**config.mk**
```make
export PLATFORM = sky130hd
export DESIGN_NAME = mem_seq
export DESIGN_NICKNAME = d
export VERILOG_FILES = /design/src/rtl/mem_seq.sv
export SDC_FILE = /design/constraint.sdc
export NUM_CORES = 1
export LEC_CHECK = 0
export BUFFER_PORTS_ARGS = -buffer_cell sky130_fd_sc_hd__buf_2
export CAP_MARGIN = 40
export CORE_ASPECT_RATIO = 0.5
export CORE_MARGIN = 10
export CORE_UTILIZATION = 45
export CTS_BUF_LIST = sky130_fd_sc_hd__clkbuf_4
export CTS_CLUSTER_DIAMETER = 30
export DETAILED_ROUTE_END_ITERATION = 12
export PLACE_DENSITY = 0.77
export SETUP_SLACK_MARGIN = 0.05
export SLEW_MARGIN = 5
export SYNTH_ARGS = -nofsm -noshare
export SYNTH_HDL_FRONTEND = slang
export SYNTH_SLANG_ARGS = --single-unit
```
**constraint.sdc**
```tcl
create_clock -name Clk -period 3 [get_ports Clk]
set_input_delay 0.75 -clock Clk [delete_from_list [all_inputs] [get_ports Clk]]
set_output_delay 0.75 -clock Clk [all_outputs]
set_load 0.03 [all_outputs]
```
**src/rtl/mem_seq.sv**
```systemverilog
`default_nettype none
// ============================================================================
//  Module   : mem_seq
//  Purpose  : Two-port (fetch / data) round-robin sequencer for an
//             asynchronous SRAM with active-low strobes. Each transaction runs
//             SETUP -> ACCESS (WAIT_STATES+1 cycles) -> DONE, then back to IDLE.
//  Revision : 1.0 - initial release
// ============================================================================
module mem_seq #(
  parameter int WAIT_STATES = 2
) (
  input  logic        Clk,
  input  logic        Reset,
  input  logic        f_req,
  input  logic [15:0] f_addr,
  output logic        f_ack,
  input  logic        d_req,
  input  logic        d_we,
  input  logic [15:0] d_addr,
  input  logic [15:0] d_wdata,
  output logic        d_ack,
  output logic [15:0] rdata,
  input  logic [15:0] mem_rdata,
  output logic [15:0] mem_addr,
  output logic [15:0] mem_wdata,
  output logic        mem_drive,
  output logic        Mem_CE,
  output logic        Mem_OE,
  output logic        Mem_WE,
  output logic        busy
);

  typedef enum logic [1:0] {
    S_IDLE   = 2'd0,
    S_SETUP  = 2'd1,
    S_ACCESS = 2'd2,
    S_DONE   = 2'd3
  } state_t;

  localparam logic [3:0] C_WAIT = 4'(WAIT_STATES);

  state_t      state_q;
  logic [3:0]  cnt_q;
  logic        last_fetch_q;   // 1: fetch port was granted last, 0: data port
  logic        gnt_fetch_q;    // port owning the transaction in flight
  logic        we_q;
  logic        ce_n_q;
  logic        oe_n_q;
  logic        we_n_q;
  logic        drive_q;
  logic        f_ack_q;
  logic        d_ack_q;
  logic [15:0] rdata_q;
  logic [15:0] addr_q;
  logic [15:0] wdata_q;
  logic        w_pick_fetch;

  // Round-robin pick: a lone requester always wins, a tie goes to the port not granted last
  always_comb begin
    w_pick_fetch = f_req & (~d_req | ~last_fetch_q);
  end

  // Transaction FSM; every SRAM strobe and ack is registered alongside the state
  always_ff @(posedge Clk) begin
    if (Reset) begin
      state_q      <= S_IDLE;
      cnt_q        <= 4'd0;
      last_fetch_q <= 1'b0;
      gnt_fetch_q  <= 1'b0;
      we_q         <= 1'b0;
      ce_n_q       <= 1'b1;
      oe_n_q       <= 1'b1;
      we_n_q       <= 1'b1;
      drive_q      <= 1'b0;
      f_ack_q      <= 1'b0;
      d_ack_q      <= 1'b0;
      rdata_q      <= 16'd0;
      addr_q       <= 16'd0;
      wdata_q      <= 16'd0;
    end else begin
      // Acks are single-cycle pulses raised only on the ACCESS -> DONE edge
      f_ack_q <= 1'b0;
      d_ack_q <= 1'b0;
      case (state_q)
        S_IDLE: begin
          if (f_req | d_req) begin
            state_q      <= S_SETUP;
            gnt_fetch_q  <= w_pick_fetch;
            last_fetch_q <= w_pick_fetch;
            ce_n_q       <= 1'b0;
            oe_n_q       <= 1'b1;
            we_n_q       <= 1'b1;
            if (w_pick_fetch) begin
              // Fetches are always reads; the write-data register is left alone
              addr_q  <= f_addr;
              we_q    <= 1'b0;
              drive_q <= 1'b0;
            end else begin
              addr_q  <= d_addr;
              wdata_q <= d_wdata;
              we_q    <= d_we;
              drive_q <= d_we;
            end
          end
        end
        S_SETUP: begin
          state_q <= S_ACCESS;
          cnt_q   <= C_WAIT;
          oe_n_q  <= we_q;
          we_n_q  <= ~we_q;
        end
        S_ACCESS: begin
          if (cnt_q == 4'd0) begin
            state_q <= S_DONE;
            ce_n_q  <= 1'b1;
            oe_n_q  <= 1'b1;
            we_n_q  <= 1'b1;
            drive_q <= 1'b0;
            f_ack_q <= gnt_fetch_q;
            d_ack_q <= ~gnt_fetch_q;
            if (!we_q) begin
              rdata_q <= mem_rdata;
            end
          end else begin
            cnt_q <= cnt_q - 4'd1;
          end
        end
        S_DONE: begin
          state_q <= S_IDLE;
        end
        default: begin
          state_q <= S_IDLE;
        end
      endcase
    end
  end

  assign f_ack     = f_ack_q;
  assign d_ack     = d_ack_q;
  assign rdata     = rdata_q;
  assign mem_addr  = addr_q;
  assign mem_wdata = wdata_q;
  assign mem_drive = drive_q;
  assign Mem_CE    = ce_n_q;
  assign Mem_OE    = oe_n_q;
  assign Mem_WE    = we_n_q;
  assign busy      = (state_q != S_IDLE);

endmodule
`default_nettype wire

```
==> summary.md, run 1 <==
| Metric | Value |
|---|---|
| Outcome | finished, final reports clean |
| Synth top area share | 45.2% |
| R2r worst-path depth | 5 |
| Final min period | 2.34 ns |
| Pre-antenna DRT Iters | 4 |
| Critical setup path kind | register to primary output |
| R2R Path Start | state_q[1] |
| Max stage delay on crit path | 0.41 ns |
| CP max stage cell | dfxtp_1 |
| WHS Path Cells | 2 |
| Final period util | about 80% |
| Critical-path cell list | inv_1 -> ha_1 -> inv_1 -> buf_2 |
| Post-DRT Antenna Nets | 0 |
| Post-Route WL | 7680 um |
| First-pass GRT wire length | between 10000 and 15000 um |
| PortBufs | 123 |
| Fin Setup TNS | 0 ns |
| Vias in the first global route | roughly 2500 |
| Hold Violations, Final | 0 |
| Area of the core | 0.00568 mm2 |
| DIE HEIGHT | 75.2 um |
| CP required | 2.25 ns |
| Vias per Instance | around 5.3 |
| Cell Rows | 19 |
| Top-count cell post-synth | dfxtp_1 |
| Max-slew violations | 0 |
| Share of post-route cells with drive strength above 1 | around 37% |
| CTS tree | done |
| GRT Overall Usage | between 10% and 20% |
| Final nets | 490 |
| Via count | between 2000 and 3000 |
| P&R area growth vs syn | 28.8% |
| Fin Hold WS | 0.475 ns |
| DR WL/cell | 15.6 um |
| Worst Path Arrival | 1.59 ns |
| Ys Warns | 0 |
| Worst path most repeated cell | inv_1 |
| Rel. slew slack | between 40% and 50% |
| Mapped Nets | 376 |
| Final setup vio count | 0 |
| Synthesized flop and latch total | between 60 and 70 |
| Layout fillers | roughly 480 |
| Crit-path max FO | 7 |
| RSZ-0062 raised after global routing | false |
| Worst-skew pair later-pin latency | 0.40 ns |
| H-tree depth | 3 |
| Clock Tree Buf Depth | 2 |
| Mapped Cells | 301 |
| Pwr dens | 896 mW/mm2 |
| Clock transition at the registers of the reported paths | 0.10 ns |
| Async SR Flop Fraction | 0% |
| Top FF cell, synth | dfxtp_1 |
| Crit-path leading delay family | buffers and inverters |
| # hold bufs at CTS | 0 |
| Post-CTS setup buffers | 0 |
| HP Start | rdata[9] |
| Hold Crit Class | register to register |
| Critical path startpoint category | register |
| Worst clock skew | between 0.007 and 0.008 ns |
| RR Endpoint | mem_wdata[6] |
| Largest net degree at the start of global routing | 42 |
| Post-synth EDFFs | 0 |
| Drt first-iter violations | 218 |
| Synth top area cells | dfxtp_1, mux2i_1, a21oi_1, o21ai_0, or3b_1 |
| Max Fclk | 427 MHz |
| CTS Buf Count | 9 |
| # clock sinks | between 60 and 70 |
| Clock root cell | clkbuf_4 |
| Die X | 130 um |
| Sink of the worst hold path | rdata[9] |
| VDD IR max | 0.456 mV |
| Leakage | 1.62 nW |
| Tightest Pin Transition | 0.760 ns |
| Post-synthesis sequential area ratio | 45.2% |
| Post-CTS sizing | 0 |
| Gpl congestion | just under 0.8 |
| Post-DP HPWL | 5770 um |
| Max cap viols | 0 |
| Cell taking the most area after synthesis | dfxtp_1 |
| Worst setup EP type | primary output |
| Drt drc | 0 |
| Cell Area, Synth | between 0.002 and 0.003 mm2 |
| Unique masters post-synth | 42 |
| Initial Util | between 40% and 50% |
| FF-to-FF setup slack | between 0.8 and 0.9 ns |
| GRT overflow | 0 |
| Inserted Diodes | 0 |
| Die area | 0.00981 mm2 |
| Ports | approximately 120 |
| Initial antenna violation count | 0 |
| Syn_area_per_cell | 9.12 um2 |
| Commonest cells in the synthesized netlist | dfxtp_1, a21oi_1, o21ai_0, nor2_1, nand3_1 |
| Buffers and inverters on the worst path | 3 |
[registers in the layout (all words and copies together) (netlist names)]
signal / flops
Mem_CE: 1
Mem_OE: 1
Mem_WE: 1
cnt_q: 4
d_ack: 1
f_ack: 1
gnt_fetch_q: 1
mem_addr: 16
mem_drive: 1
mem_wdata: 16
rdata: 16
state_q: 2
we_q: 1
[tightest hold or removal path: stages (launching register included)]
cell and delay, ns:
dfxtp_1 0.32, o21ai_0 0.06, a21oi_1 0.06
[cells in the final DEF (no fill, tap or decap), types with 2 or more instances in the layout]
master,instances
dfxtp_1,62
clkbuf_4,11
bufinv_16,2
a21oi_1,36
nor2_1,21
or3b_1,14
nand2b_1,2
nor2b_1,3
inv_1,9
nand3_1,20
or3b_2,4
nand2_1,3
mux2i_1,19
o21ai_0,35
buf_4,6
ha_1,6
nor3b_1,2
clkinv_2,2
a211oi_1,16
buf_2,123
nand4_1,2
[per-layer routing]
layer  track usage, %  routed length [um]
met2             26.4                3820
met5                0                   0
met3             6.52                 611
met4             6.00                 103
met1             17.1                3150
[area by class of cell]
class                   instances  area [um2]  area share (%)
inverters                       9        33.8           0.955
clock inverters                 5        73.8            2.09
multi-input cells             204        1350            38.3
repair buffers                129         661            18.7
flip-flops and latches         62        1240            35.1
well taps                      73        91.3            2.58
clock buffers                  11        82.6            2.34
[cells by family after synthesis]
logic type | count (synthesis) | synth area share, %
muxes | 19 | 6.93
AOI/OAI and AO/OA | 98 | 21.6
and+or+nand+nor | 80 | 17.6
adders and majority gates | 6 | 2.73
DFF | 62 | 45.2
buffers and inverters | 35 | 5.65
xor gates and xnor gates | 1 | 0.319
[through the flow]
stage / total power [mW] / utilization, % / instances / setup WS [ns] / cell area (um2)
6_report: 3.17 / 62.2 / 493 / 0.656 / 3540
5_1_grt: 3.38 / 62.2 / 493 / 0.534 / 3540
4_1_cts: 3.19 / 62.2 / 493 / 0.638 / 3540
3_5_place_dp: 2.54 / 59.5 / 477 / 0.833 / 3380
3_3_place_gp: 2.49 / 59.5 / 477 / 0.931 / 3380
2_1_floorplan: 2.18 / - / 301 / 1.24 / 2750
[worst max path at each step]
| stage | from | end | slack (ns) | cells after the start |
|---|---|---|---|---|
| floorplan | state_q[0] | mem_drive | 1.24 | 5 |
| global placement | d_req | mem_wdata[5] | 0.93 | 4 |
| detailed placement | d_req | mem_wdata[6] | 0.83 | 4 |
| CTS | state_q[1] | busy | 0.64 | 4 |
| global route | state_q[1] | busy | 0.53 | 4 |
| finish | state_q[1] | busy | 0.66 | 4 |
[where the power goes]
group / switching (mW) / internal, mW / total [mW]
registers: 0.105 / 1.02 / 1.12
clock network: 0.293 / 0.352 / 0.645
logic: 0.954 / 0.446 / 1.40
total: 1.35 / 1.82 / 3.17
No activity file was read; power rests on OpenSTA's default activity.
==> run 2: changes to the inputs <==
--- a/config.mk
+++ b/config.mk
@@ -9,11 +9,11 @@
 export CAP_MARGIN = 40
 export CORE_ASPECT_RATIO = 0.5
 export CORE_MARGIN = 10
-export CORE_UTILIZATION = 45
+export CORE_UTILIZATION = 44
 export CTS_BUF_LIST = sky130_fd_sc_hd__clkbuf_4
 export CTS_CLUSTER_DIAMETER = 30
 export DETAILED_ROUTE_END_ITERATION = 12
-export PLACE_DENSITY = 0.77
+export PLACE_DENSITY = 0.79
 export SETUP_SLACK_MARGIN = 0.05
 export SLEW_MARGIN = 5
 export SYNTH_ARGS = -nofsm -noshare
==> constraint.sdc (replaced) <==
create_clock -name Clk -period 2.05 [get_ports Clk]
set_input_delay 0.5125 -clock Clk [delete_from_list [all_inputs] [get_ports Clk]]
set_output_delay 0.5125 -clock Clk [all_outputs]
set_load 0.03 [all_outputs]
==> run 2 against run 1 <==
Cell count up 3.9%. Combinational power grew 51%. Critical path type unchanged. Worst hold slack got worse by 0.11 ns. Critical endpoint unchanged. Core utilization shrank 3.1 points. Die area up 1.8%. Via count down 1.3%. Register-to-register slack got worse by 0.55 ns. Largest power group unchanged. Power is 45% higher.
==> summary.md, run 2 (synthesized netlist as in run 1, its figures left out) <==
| Metric | Value |
|---|---|
| Inserted Diodes | 0 (unchanged) |
| Placed cell area | 0.00343 mm2 (was 0.00338 mm2) |
| Max Fclk | 525 MHz |
| GRT overflow | 0 (unchanged) |
| H-tree depth | 3 (unchanged) |
| Hold Violations, Final | 0 (unchanged) |
| GRT Overall Usage | 14.4% (was 15.4%) |
| Initial Util | 45.3% (was 48.3%) |
| # clock sinks | 62 (unchanged) |
| Tightest Pin Transition | 0.464 ns (was 0.760 ns) |
| Worst Path Arrival | 1.39 ns (was 1.59 ns) |
| Fin Hold WS | 0.361 ns (was 0.475 ns) |
| Grt peak-use layer | met2 (unchanged) |
| Placed cell count | 496 (was 477) |
| Outcome | finished, final reports clean (unchanged) |
| # hold bufs at CTS | 0 (unchanged) |
| Commonest cells after routing, fill and taps aside | buf_2, dfxtp_1, a21oi_1, o21ai_0, nor2_1 (unchanged) |
| GR Util met2 | 25.4% (was 26.4%) |
| Clock root cell | clkbuf_4 (unchanged) |
| CTS Buf Count | 9 (unchanged) |
| Post-CTS sizing | 2 (was 0) |
| Die area | 0.00999 mm2 (was 0.00981 mm2) |
| Post-Route WL | 7660 um (was 7680 um) |
| DIE HEIGHT | 75.9 um (was 75.2 um) |
| Initial antenna violation count | 0 (unchanged) |
| CTS tree | done (unchanged) |
| DR WL/cell | 15.0 um (was 15.6 um) |
| Hold Crit Class | input port to register (was register to register) |
| RSZ-0062 raised after global routing | true (was false) |
| Die X | 132 um (was 130 um) |
| Vias per Instance | 5.01 (was 5.27) |
| Clock transition at the registers of the reported paths | 0.09 ns (was 0.10 ns) |
| Vias in the first global route | 2449 (was 2477) |
| Drt first-iter violations | 168 (was 218) |
| Crit-path max FO | 7 (unchanged) |
| Setup slack at placement | 0.284 ns (was 0.833 ns) |
| Clock Tree Buf Depth | 2 (unchanged) |
| Final nets | 494 (was 490) |
| Met3 GRT Util | 5.86% (was 6.52%) |
| Sink of the worst hold path | rdata[14] (was rdata[9]) |
| Design Area, Final | 0.00358 mm2 (was 0.00354 mm2) |
| R2R Path Start | state_q[0] (was state_q[1]) |
| Tot Pwr | 4.59 mW (was 3.17 mW) |
| First-pass GRT wire length | 11700 um (was 12100 um) |
| FF-to-FF setup slack | 0.29 ns (was 0.84 ns) |
| Worst clock skew | 0.00965 ns (was 0.00748 ns) |
| Final period util | 92.9% |
| Most common cell after layout, fill and taps aside | buf_2 (unchanged) |
| WHS Path Cells | 3 (was 2) |
| PortBufs | 123 (unchanged) |
| Critical path startpoint category | register (unchanged) |
| Fin cells | 512 (was 493) |
| RR Endpoint | mem_drive (was mem_wdata[6]) |
| VDD IR max | 0.527 mV (was 0.456 mV) |
| P&R area growth vs syn | 30.5% (was 28.8%) |
| Post-DP HPWL | 5720 um (was 5770 um) |
| Gpl congestion | 0.830 (was 0.795) |
| Cell Rows | 20 (was 19) |
| Layout fillers | 586 (was 484) |
| Ports | 124 (unchanged) |
| R2r worst-path depth | 4 (was 5) |
| Post-CTS setup buffers | 0 (unchanged) |
| Pre-antenna DRT Iters | 4 (unchanged) |
| Setup slack after layout | 0.146 ns (was 0.656 ns) |
| Rel. slew slack | 69.1% (was 49.2%) |
| Layout Utilization | 59.2% (was 62.2%) |
| Max-slew violations | 0 (unchanged) |
| Worst-skew pair later-pin latency | 0.40 ns (about the same) |
| Fin Setup TNS | 0 ns (unchanged) |
| Post-DRT Antenna Nets | 0 (unchanged) |
| Drt drc | 0 (unchanged) |
| Critical setup path kind | register to primary output (unchanged) |
| CP required | 1.54 ns (was 2.25 ns) |
| GR met1 Demand/Resource | 15.7% (was 17.1%) |
| Area of the core | 0.00606 mm2 (was 0.00568 mm2) |
| Final setup vio count | 0 (unchanged) |
| Final min period | ~1.9 ns |
| Via count | 2567 (was 2600) |
| Share of post-route cells with drive strength above 1 | 38.2% (was 36.9%) |
| Largest net degree at the start of global routing | 34 (was 42) |
| Worst setup EP type | primary output (unchanged) |
| Pwr dens | 1280 mW/mm2 (was 896 mW/mm2) |
| Leakage | 1.63 nW (was 1.62 nW) |
| Max cap viols | 0 (unchanged) |
| HP Start | mem_rdata[14] (was rdata[9]) |
==> run 2: changes by cell type in the layout (fill, tap and decap cells not counted), sizes merged <==
cell      before  now
buf          129  133
bufinv         2    1
clkbuf        11   12
clkinv         3    2
clkinvlp       0    1
==> run 2: final cells by class <==
class	count	area (um2)	share of cell area [%]
multi-input cells	204	1370	38.2
flip-flops and latches	62	1240	34.6
repair buffers	133	693	19.3
well taps	88	110	3.07
clock buffers	12	90.1	2.51
clock inverters	4	47.5	1.33
inverters	9	33.8	0.943
==> run 2: worst max-delay path by stage <==
stage | startpoint | end | cells past startpoint
floorplan | state_q[0] | mem_drive | 5
global placement | state_q[0] | rdata[8] | 5
detailed placement | state_q[0] | rdata[4] | 5
CTS | state_q[0] | busy | 4
global route | state_q[1] | busy | 4
finish | state_q[1] | busy | 4
==> run 2: critical path, cell delays in order (launching register included) <==
cell	delay, ns
dfxtp_1	0.39
inv_1	0.12
ha_4	0.21
inv_1	0.11
buf_4	0.18
==> run 2: where the power goes <==
part	leakage, nW	internal, mW	switching (mW)
combinational	1.05	0.708	1.41
clock	0.0773	0.410	0.424
sequential	0.508	1.49	0.146
total	1.63	2.61	1.98
==> run 2: routing by layer <==
metal	part of all wire (%)	up-vias	wire, um
met4	1.8	0	141
met5	0	-	0
met2	52	75	3970
met1	40	1159	3100
met3	5.9	12	454
li1	-	1321	-
==> run 3: changes to the inputs <==
--- a/config.mk
+++ b/config.mk
@@ -5,6 +5,7 @@
 export SDC_FILE = /design/constraint.sdc
 export NUM_CORES = 1
 export LEC_CHECK = 0
+export ABC_AREA = 1
 export BUFFER_PORTS_ARGS = -buffer_cell sky130_fd_sc_hd__buf_2
 export CAP_MARGIN = 40
 export CORE_ASPECT_RATIO = 0.5
==> run 3 against run 2 <==
Worst hold slack improved by 0.0033 ns. Largest cell class unchanged. Clock skew is 0.0032 ns higher. Routed wire length down 2.6%. Non-clock buffer count shrank 4. Critical path depth stayed put. Flip-flop and latch count did not move. Cell count grew 12%. Area after synthesis fell by 0.50%.
==> summary.md, run 3 <==
| Metric | Value |
|---|---|
| Outcome | finished, final reports clean (unchanged) |
| P&R area growth vs syn | 27.8% (was 30.5%) |
| Tot Pwr | 4.70 mW (was 4.59 mW) |
| Synth top area cells | dfxtp_1, nand2_1, nand3_1, a21oi_1, nor2_1 (was dfxtp_1, mux2i_1, a21oi_1, o21ai_0, or3b_1) |
| Clock transition at the registers of the reported paths | 0.10 ns (was 0.09 ns) |
| CTS tree | done (unchanged) |
| Leakage | 1.74 nW (was 1.63 nW) |
| Worst Path Arrival | 1.39 ns (about the same) |
| Worst setup EP type | primary output (unchanged) |
| GRT overflow | 0 (unchanged) |
| Tightest Pin Transition | 0.358 ns (was 0.464 ns) |
| Vias in the first global route | 2525 (was 2449) |
| Syn_area_per_cell | 7.61 um2 (was 9.12 um2) |
| Ys Warns | 0 (unchanged) |
| Final setup vio count | 0 (unchanged) |
| CTS Buf Count | 9 (unchanged) |
| Unique masters post-synth | 24 (was 42) |
| # clock sinks | 62 (unchanged) |
| Drt drc | 0 (unchanged) |
| Critical setup path kind | register to primary output (unchanged) |
| Post-synth EDFFs | 0 (unchanged) |
| Cell Rows | 20 (unchanged) |
| Final min period | 1.90 ns (about the same) |
| Placed cell area | 0.00338 mm2 (was 0.00343 mm2) |
| Fin cells | 571 (was 512) |
| Commonest cells after routing, fill and taps aside | buf_2, nand2_1, dfxtp_1, nand3_1, a21oi_1 (was buf_2, dfxtp_1, a21oi_1, o21ai_0, nor2_1) |
| DIE HEIGHT | 75.7 um (was 75.9 um) |
| Crit-path max FO | 4 (was 7) |
| Inserted Diodes | 0 (unchanged) |
| Design Area, Final | 0.00349 mm2 (was 0.00358 mm2) |
| Ports | 124 (unchanged) |
| Post-synthesis sequential area ratio | 45.4% (was 45.2%) |
| Worst clock skew | 0.0129 ns (was 0.00965 ns) |
| Critical path startpoint category | register (unchanged) |
| Drt first-iter violations | 203 (was 168) |
| Top-count cell post-synth | nand2_1 (was dfxtp_1) |
| Mapped Nets | 434 (was 376) |
| Final nets | 556 (was 494) |
| Post-DP HPWL | 5720 um (about the same) |
| Hold Crit Class | input port to register (unchanged) |
| Area of the core | 0.00603 mm2 (was 0.00606 mm2) |
| Cell Area, Synth | 0.00273 mm2 (was 0.00275 mm2) |
| Max-slew violations | 0 (unchanged) |
| Async SR Flop Fraction | 0% (unchanged) |
| First-pass GRT wire length | 12000 um (was 11700 um) |
| Rel. slew slack | 76.1% (was 69.1%) |
| Fin Setup TNS | 0 ns (unchanged) |
| Post-DRT Antenna Nets | 0 (unchanged) |
| GRT Overall Usage | 14.6% (was 14.4%) |
| Mapped Cells | 359 (was 301) |
| VDD IR max | 0.515 mV (was 0.527 mV) |
| Die area | 0.00995 mm2 (was 0.00999 mm2) |
| Pwr dens | 1350 mW/mm2 (was 1280 mW/mm2) |
| Clock Tree Buf Depth | 2 (unchanged) |
| Post-Route WL | 7470 um (was 7660 um) |
| Placed cell count | 558 (was 496) |
| Clock root cell | clkbuf_4 (unchanged) |
| Largest net degree at the start of global routing | 26 (was 34) |
| Max cap viols | 0 (unchanged) |
| Commonest cells in the synthesized netlist | nand2_1, dfxtp_1, nand3_1, a21oi_1, nor2_1 (was dfxtp_1, a21oi_1, o21ai_0, nor2_1, nand3_1) |
| PortBufs | 123 (unchanged) |
| Initial Util | 45.3% (about the same) |
| Most common cell after layout, fill and taps aside | buf_2 (unchanged) |
| Vias per Instance | 4.75 (was 5.01) |
| Layout fillers | 604 (was 586) |
| Gpl congestion | 0.818 (was 0.830) |
| Cell taking the most area after synthesis | dfxtp_1 (unchanged) |
| Initial antenna violation count | 0 (unchanged) |
| H-tree depth | 3 (unchanged) |
| Worst-skew pair later-pin latency | 0.38 ns (was 0.40 ns) |
| Final period util | 92.7% (was 92.9%) |
| DR WL/cell | 13.1 um (was 15.0 um) |
| Share of post-route cells with drive strength above 1 | 32.9% (was 38.2%) |
| CP required | 1.54 ns (about the same) |
| Max Fclk | 526 MHz (was 525 MHz) |
| Post-CTS setup buffers | 0 (unchanged) |
| RSZ-0062 raised after global routing | false (was true) |
| Post-CTS sizing | 0 (was 2) |
| Synthesized flop and latch total | 62 (unchanged) |
| # hold bufs at CTS | 0 (unchanged) |
| Pre-antenna DRT Iters | 4 (unchanged) |
| Synth top area share | 45.4% (was 45.2%) |
| Die X | 131 um (was 132 um) |
| Hold Violations, Final | 0 (unchanged) |
| Via count | 2712 (was 2567) |
| Top FF cell, synth | dfxtp_1 (unchanged) |
run 3: cell types whose count changed after synthesis, sizes merged, moves of 9 or more:
cell,change
nor2,+24
nand3,+20
mux2i,-19
a211oi,-16
or3b,-18
nand3b,+15
nand2,+74
o21ai,-15
clkbuf,-9
inv,+23
run 3: worst paths after layout:
path              startpoint           end  slack, ns  depth (start not counted)
hold / removal         Reset   mem_addr[0]       0.36                          2
setup / recovery  state_q[0]          busy       0.15                          4
hold reg to reg       Mem_CE        Mem_CE       0.46                          2
setup reg to reg  state_q[0]  mem_wdata[1]       0.32                          8
run 3: area by class of cell:
cell class	count	area, um2	area share, %
multi-input cells	247	1250	35.7
repair buffers	129	661	18.9
flip-flops and latches	62	1240	35.6
clock inverters	4	41.3	1.18
clock buffers	9	67.6	1.94
inverters	32	123	3.51
well taps	88	110	3.15
run 3: logic make-up (layout without fill, tap and decap cells):
| group | after synthesis | in the layout | synth area share, % |
|---|---|---|---|
| AND/OR/NAND/NOR | 180 | 180 | 31.2 |
| buffers and inverters | 50 | 174 | 8.89 |
| AO/OA/AOI/OAI | 60 | 60 | 11.4 |
| adder cells (fa/ha/maj) | 6 | 6 | 2.75 |
| XOR/XNOR | 1 | 1 | 0.321 |
| flip-flops | 62 | 62 | 45.4 |
run 3: layer usage:
| metal | GRT usage [%] | wire (um) |
|---|---|---|
| met5 | 0 | 0 |
| met4 | 5.14 | 78 |
| met3 | 4.74 | 487 |
| met2 | 24.7 | 3520 |
| met1 | 17.4 | 3380 |
run 3: where the power goes:
| group | internal (mW) | leakage (nW) | switching (mW) |
|---|---|---|---|
| sequential | 1.52 | 0.509 | 0.174 |
| clock | 0.341 | 0.0602 | 0.394 |
| combinational | 0.688 | 1.17 | 1.58 |
| total | 2.55 | 1.74 | 2.14 |
run 3: critical path: stages (launching register included):
cell and delay (ns):
dfxtp_1 0.37, inv_1 0.10, ha_1 0.26, inv_1 0.09
buf_2 0.20
run 3: stage by stage:
stage | setup WS [ns] | utilization (%) | hold WS, ns
global placement | 0.369 | 56.1 | 0.438
detailed placement | 0.321 | 56.1 | 0.442
floorplan | 0.614 | - | 0.436
finish | 0.149 | 57.9 | 0.365
CTS | 0.110 | 57.9 | 0.340
global route | 0.0623 | 57.9 | 0.344
